==> config.mk <==
export PLATFORM = sky130hd
export DESIGN_NAME = wb_stage
export DESIGN_NICKNAME = d
export VERILOG_FILES = /design/src/rtl/wb_stage.sv
export SDC_FILE = /design/constraint.sdc
export NUM_CORES = 1
export LEC_CHECK = 0
export ABC_AREA = 0
export CAP_MARGIN = 20
export CORE_MARGIN = 3
export CORE_UTILIZATION = 40
export CTS_CLUSTER_SIZE = 25
export DETAILED_ROUTE_END_ITERATION = 6
export PLACE_DENSITY = 0.69
export SLEW_MARGIN = 20
export SYNTH_ARGS = -nofsm -noshare
export SYNTH_HDL_FRONTEND = slang
export SYNTH_SLANG_ARGS = --single-unit
export TNS_END_PERCENT = 30
==> constraint.sdc <==
create_clock -name clk -period 2.4 [get_ports clk]
set_input_delay 0.72 -clock clk [delete_from_list [all_inputs] [get_ports clk]]
set_output_delay 0.72 -clock clk [all_outputs]
set_load 0.03 [all_outputs]
==> src/rtl/wb_stage.sv <==
// Writeback stage: one MEM->WB pipeline register set plus combinational
// result selection, load extraction and misaligned/illegal load detection.
module wb_stage #(
   parameter int XLEN = 32
) (
   input  logic            clk,
   input  logic            rst,
   input  logic            StallW,
   input  logic            FlushW,
   input  logic            RegWriteM,
   input  logic [1:0]      ResultSrcM,
   input  logic [4:0]      RdM,
   input  logic [XLEN-1:0] ALUResultM,
   input  logic [XLEN-1:0] ReadDataM,
   input  logic [XLEN-1:0] PCPlus4M,
   input  logic [2:0]      Funct3M,
   output logic            RegWriteW,
   output logic [4:0]      RdW,
   output logic [XLEN-1:0] ResultW,
   output logic            LoadFaultW
);

   localparam logic [1:0] SRC_ALU  = 2'b00;
   localparam logic [1:0] SRC_LOAD = 2'b01;
   localparam logic [1:0] SRC_LINK = 2'b10;

   localparam logic [2:0] F3_LB  = 3'b000;
   localparam logic [2:0] F3_LH  = 3'b001;
   localparam logic [2:0] F3_LW  = 3'b010;
   localparam logic [2:0] F3_LBU = 3'b100;
   localparam logic [2:0] F3_LHU = 3'b101;

   logic            reg_write_q;
   logic [1:0]      result_src_q;
   logic [4:0]      rd_q;
   logic [XLEN-1:0] alu_q;
   logic [XLEN-1:0] rdata_q;
   logic [XLEN-1:0] pc4_q;
   logic [2:0]      funct3_q;

   logic [1:0]      off;
   logic [7:0]      byte_sel;
   logic [15:0]     half_sel;
   logic [XLEN-1:0] load_data;
   logic            load_faulty;
   logic            load_fault;

   // Pipeline register: flush beats stall, stall beats capture; reset and
   // flush both produce the same all-zero bubble.
   always_ff @(posedge clk or negedge rst) begin
      if (!rst) begin
         reg_write_q  <= 1'b0;
         result_src_q <= SRC_ALU;
         rd_q         <= '0;
         alu_q        <= '0;
         rdata_q      <= '0;
         pc4_q        <= '0;
         funct3_q     <= '0;
      end else if (FlushW) begin
         reg_write_q  <= 1'b0;
         result_src_q <= SRC_ALU;
         rd_q         <= '0;
         alu_q        <= '0;
         rdata_q      <= '0;
         pc4_q        <= '0;
         funct3_q     <= '0;
      end else if (!StallW) begin
         reg_write_q  <= RegWriteM;
         result_src_q <= ResultSrcM;
         rd_q         <= RdM;
         alu_q        <= ALUResultM;
         rdata_q      <= ReadDataM;
         pc4_q        <= PCPlus4M;
         funct3_q     <= Funct3M;
      end
   end

   assign off = alu_q[1:0];

   // Byte and halfword lanes picked by the low address bits; halfwords
   // only ever come from lane 0 or 2, odd offsets are caught as faults.
   always_comb begin
      byte_sel = rdata_q[7:0];
      case (off)
         2'd0: byte_sel = rdata_q[7:0];
         2'd1: byte_sel = rdata_q[15:8];
         2'd2: byte_sel = rdata_q[23:16];
         2'd3: byte_sel = rdata_q[31:24];
         default: byte_sel = rdata_q[7:0];
      endcase
      half_sel = off[1] ? rdata_q[31:16] : rdata_q[15:0];
   end

   // Load extension and fault classification by load type.
   always_comb begin
      load_data   = '0;
      load_faulty = 1'b0;
      case (funct3_q)
         F3_LB:  load_data = {{24{byte_sel[7]}}, byte_sel};
         F3_LBU: load_data = {24'd0, byte_sel};
         F3_LH: begin
            load_data   = {{16{half_sel[15]}}, half_sel};
            load_faulty = off[0];
         end
         F3_LHU: begin
            load_data   = {16'd0, half_sel};
            load_faulty = off[0];
         end
         F3_LW: begin
            load_data   = rdata_q;
            load_faulty = (off != 2'b00);
         end
         default: begin
            load_data   = '0;
            load_faulty = 1'b1;
         end
      endcase
   end

   assign load_fault = (result_src_q == SRC_LOAD) && reg_write_q && load_faulty;

   // Writeback data select; a faulting load writes nothing and shows zero.
   always_comb begin
      ResultW = alu_q;
      case (result_src_q)
         SRC_LOAD: ResultW = load_data;
         SRC_LINK: ResultW = pc4_q;
         default:  ResultW = alu_q;
      endcase
      if (load_fault) ResultW = '0;
   end

   assign LoadFaultW = load_fault;
   assign RdW        = rd_q;
   assign RegWriteW  = reg_write_q && (rd_q != 5'd0) && !load_fault;

endmodule

==> results_dict.tcl <==
set metrics [dict create \
    outcome "finished with violations" \
    failed_checks "setup timing" \
    critPathSlowestCell "dfrtp_1" \
    netSwitchingPower_mw 1.71 \
    ys_ff_latch 107 \
    synth_warnings 0 \
    timing_worst_setup_path_type "reg2out" \
    initialDrtViolationCount 428 \
    cts_sinks 107 \
    final-max-slew-violation-count 0 \
    synth_cell_types 38 \
    critical_path_buf_inv_count 3 \
    pwr-share-clk_pct 26.4 \
    timing.slew.headroom_pct 67.9 \
    route.antenna.remaining_nets 0 \
    reg_to_reg_startpoint "alu_q[1]" \
    unrepaired_setup_endpoints_after_global_routing "yes" \
    power_density_nw_per_um2 541 \
    clock.fmax_mhz 332 \
    share_seq_of_total_power_pct 37.7 \
    layout_common_cells "mux2i_1 (122), clkdlybuf4s50_1 (112), nor2_1 (108), buf_4 (108), dfrtp_1 (104)" \
    cts-htree-levels 3 \
    power.switching_fraction_pct 31.9 \
    crit_required_ns 1.68 \
    crit_start "alu_q[0]" \
    groute.usage.overall_pct 23.6 \
    timing.critical_path.cells "or3_4 -> a21oi_4 -> nor3b_4 -> buf_12 -> buf_6 -> a2111oi_4 -> buf_4" \
    crit_fanout 5 \
    drive_gt1_share_pct 31.3 \
    path_delay_family "compound AO/OA/AOI/OAI gates" \
    synth_enable_flop_cells 0 \
    fillCellCount 1121 \
    placed_cells 974 \
    ios 150 \
    critical_path.endpoint_type "primary output" \
    finalCriticalPeriod_ns 3.01 \
    first_pass_iters 4 \
    gp_congestion 0.901 \
    r2r_slack_ns 1.29 \
    clk_pin_slew_worst_paths_ns 0.07 \
    cts_buffer_depth 2 \
    die_w_um 130 \
    number_of_global_route_vias_before_repair 5630 \
    setup_viol 34 \
    flow.area_growth_from_synthesis_pct 59.8 \
    vias 5610 \
    grt_remaining_overflow 0 \
    utilization_pct 66.6 \
    vias_per_cell 5.55 \
    wire_length_of_the_first_global_routing_pass_um 31100 \
    port_buffers 149 \
    grt_max_degree 108 \
    worst-endpoint-arrival_ns 2.29 \
    floorplan.initialDensity_pct 41.7 \
    p_leak_nw 4.56 \
    critPathMaxStageDelay_ns 0.43 \
    worst_pin_slew_ns 0.481 \
    yosys_most_used_dff "dfrtp_1" \
    min_period_over_period_pct 125 \
    power.share.combinational_pct 35.9 \
    finClkSkew_ns 0 \
    vdd_drop_max_uv 467 \
    synthesis.area_per_instance_um2 10.4 \
    post-route-worst-setup-slack_ns -0.612 \
    cts.hold.buffers_added 0 \
    insertedDiodeCount 0 \
    core.rowCount 44 \
    placeableCoreArea_um2 14900 \
    cellInternalPower_mw 3.65 \
    drc 0 \
    max-cap-violations 0 \
    crit_path_start_kind "register" \
    final_nets 935 \
    worstReg2RegEnd "alu_q[1]" \
    tightest_hold_check_type "in2async" \
    syn-instance-count 597 \
    clk-insertion-delay-late_ns 0.35 \
    chipHeight_um 130 \
    tritoncts "done" \
    synth_async_sr_flop_share_pct 100 \
    wirelength_um 20700 \
    r2r_cells 4 \
    cts_buffers 9 \
    finished_layout_cells 1011 \
    grt_antenna_before_repair 0 \
    floorplan.die_area_um2 17000 \
    hold_violations 0 \
    layout_commonest_cell "mux2i_1" \
    synth.cell_area_um2 6190 \
    clock-root-buffer "clkbuf_16" \
    hpwlAfterDp_um 14600 \
    synth-seq-area-share_pct 43.2 \
    synth_nets 710 \
    wire_per_inst_um 20.4 \
]
-- cells in the mapped netlist, types with 2 or more instances --
cell type | count | area share (%)
a2111oi_2 | 23 | 5.6
a211oi_1 | 15 | 1.8
a21o_1 | 16 | 1.9
a21oi_1 | 24 | 1.9
a221o_1 | 8 | 1.3
a221oi_1 | 25 | 3.5
a22oi_1 | 7 | 0.85
a2bb2oi_1 | 7 | 0.99
buf_1 | 7 | 0.42
buf_2 | 14 | 1.1
buf_4 | 5 | 0.61
buf_6 | 2 | 0.36
clkbuf_1 | 32 | 1.9
dfrtp_1 | 107 | 43
ha_1 | 2 | 0.40
inv_1 | 26 | 1.6
mux2i_1 | 123 | 20
nand2b_1 | 2 | 0.20
nor2_1 | 109 | 6.6
nor2b_1 | 17 | 1.7
nor3b_2 | 2 | 0.40
o211ai_1 | 7 | 0.85
o21ai_0 | 2 | 0.16
-- layout make-up --
cell class	instances	area [µm²]	area share [%]
clock buffers	11	243	2.45
repair buffers	274	2730	27.6
multi-input cells	404	3880	39.2
flip-flops and latches	107	2680	27.1
inverters	26	100	1.01
clock inverters	5	36.3	0.366
well taps	184	230	2.33
-- flip-flops by register name, indices dropped and copies added, names as in the netlist --
signal	cells
reg_write_q	1
pc4_q	32
rdata_q	32
alu_q	32
funct3_q	3
RdW	5
result_src_q	2
-- power by group through the flow --
| stage | logic (mW) | registers [mW] | clock network (mW) |
|---|---|---|---|
| final | 1.92 | 2.02 | 1.42 |
| after global routing | 2.04 | 2.03 | 1.53 |
| after detailed placement | 1.74 | 2.04 | 0 |
| after floorplan | 1.02 | 2.00 | 0 |
| after CTS | 1.83 | 2.01 | 1.45 |
| after global placement | 1.71 | 2.04 | 0 |
-- worst max path at each step --
stage / to / slack (ns) / depth (start not counted)
2_1_floorplan: ResultW[10] / -0.16 / 5
3_3_place_gp: ResultW[19] / -0.35 / 7
3_5_place_dp: ResultW[17] / -0.36 / 7
4_1_cts: ResultW[7] / -0.62 / 10
5_1_grt: ResultW[20] / -0.69 / 8
6_report: ResultW[8] / -0.61 / 7
-- metal layers --
layer	up-vias	part of all wire [%]	GRT usage, %
li1	2626	-	-
met1	2766	45	33.5
met3	25	5.4	4.39
met4	0	1.7	5.26
met2	193	48	37.9
met5	-	0	0
-- cell families after synthesis --
kind of cell             count (synthesis)  share of synthesized area, %
AO/OA/AOI/OAI                          141                          20.0
AND/OR/NAND/NOR                        136                          9.92
multiplexers                           125                          20.5
flip-flops                             107                          43.2
buffers and inverters                   86                          6.04
adder cells (fa/ha/maj)                  2                         0.404
-- worst reg2reg max path: cells and delay by family, from the launching register on --
family	cells	cell delay (ns)
buf+inv	2	0.32
flops	1	0.45
mux	1	0.15
simple gates	1	0.06
-- per-stage QoR --
| stage | instance area, µm² | TNS, ns | setup WS (ns) | total power [mW] | hold slack (ns) |
|---|---|---|---|---|---|
| 6_report | 9900 | -18.09 | -0.612 | 5.36 | 0.228 |
| 5_1_grt | 9900 | -20.95 | -0.690 | 5.59 | 0.223 |
| 4_1_cts | 9550 | -17.94 | -0.616 | 5.29 | 0.214 |
| 3_5_place_dp | 8990 | -9.74 | -0.364 | 3.78 | 0.515 |
| 3_3_place_gp | 8990 | -9.36 | -0.349 | 3.74 | 0.504 |
| 2_1_floorplan | 6740 | -3.27 | -0.164 | 3.02 | 0.424 |
-- repair_timing --
item | 4_1_cts | 5_1_grt
setup buffers | 12 | 17
resized for setup | 48 | 51
pin swaps | 19 | 21
gates cloned | 0 | 2
hold endpoints to repair | 0 | 0
setup endpoints to repair | 34 | 34
Note: power is estimated with default switching activity, not from simulation.
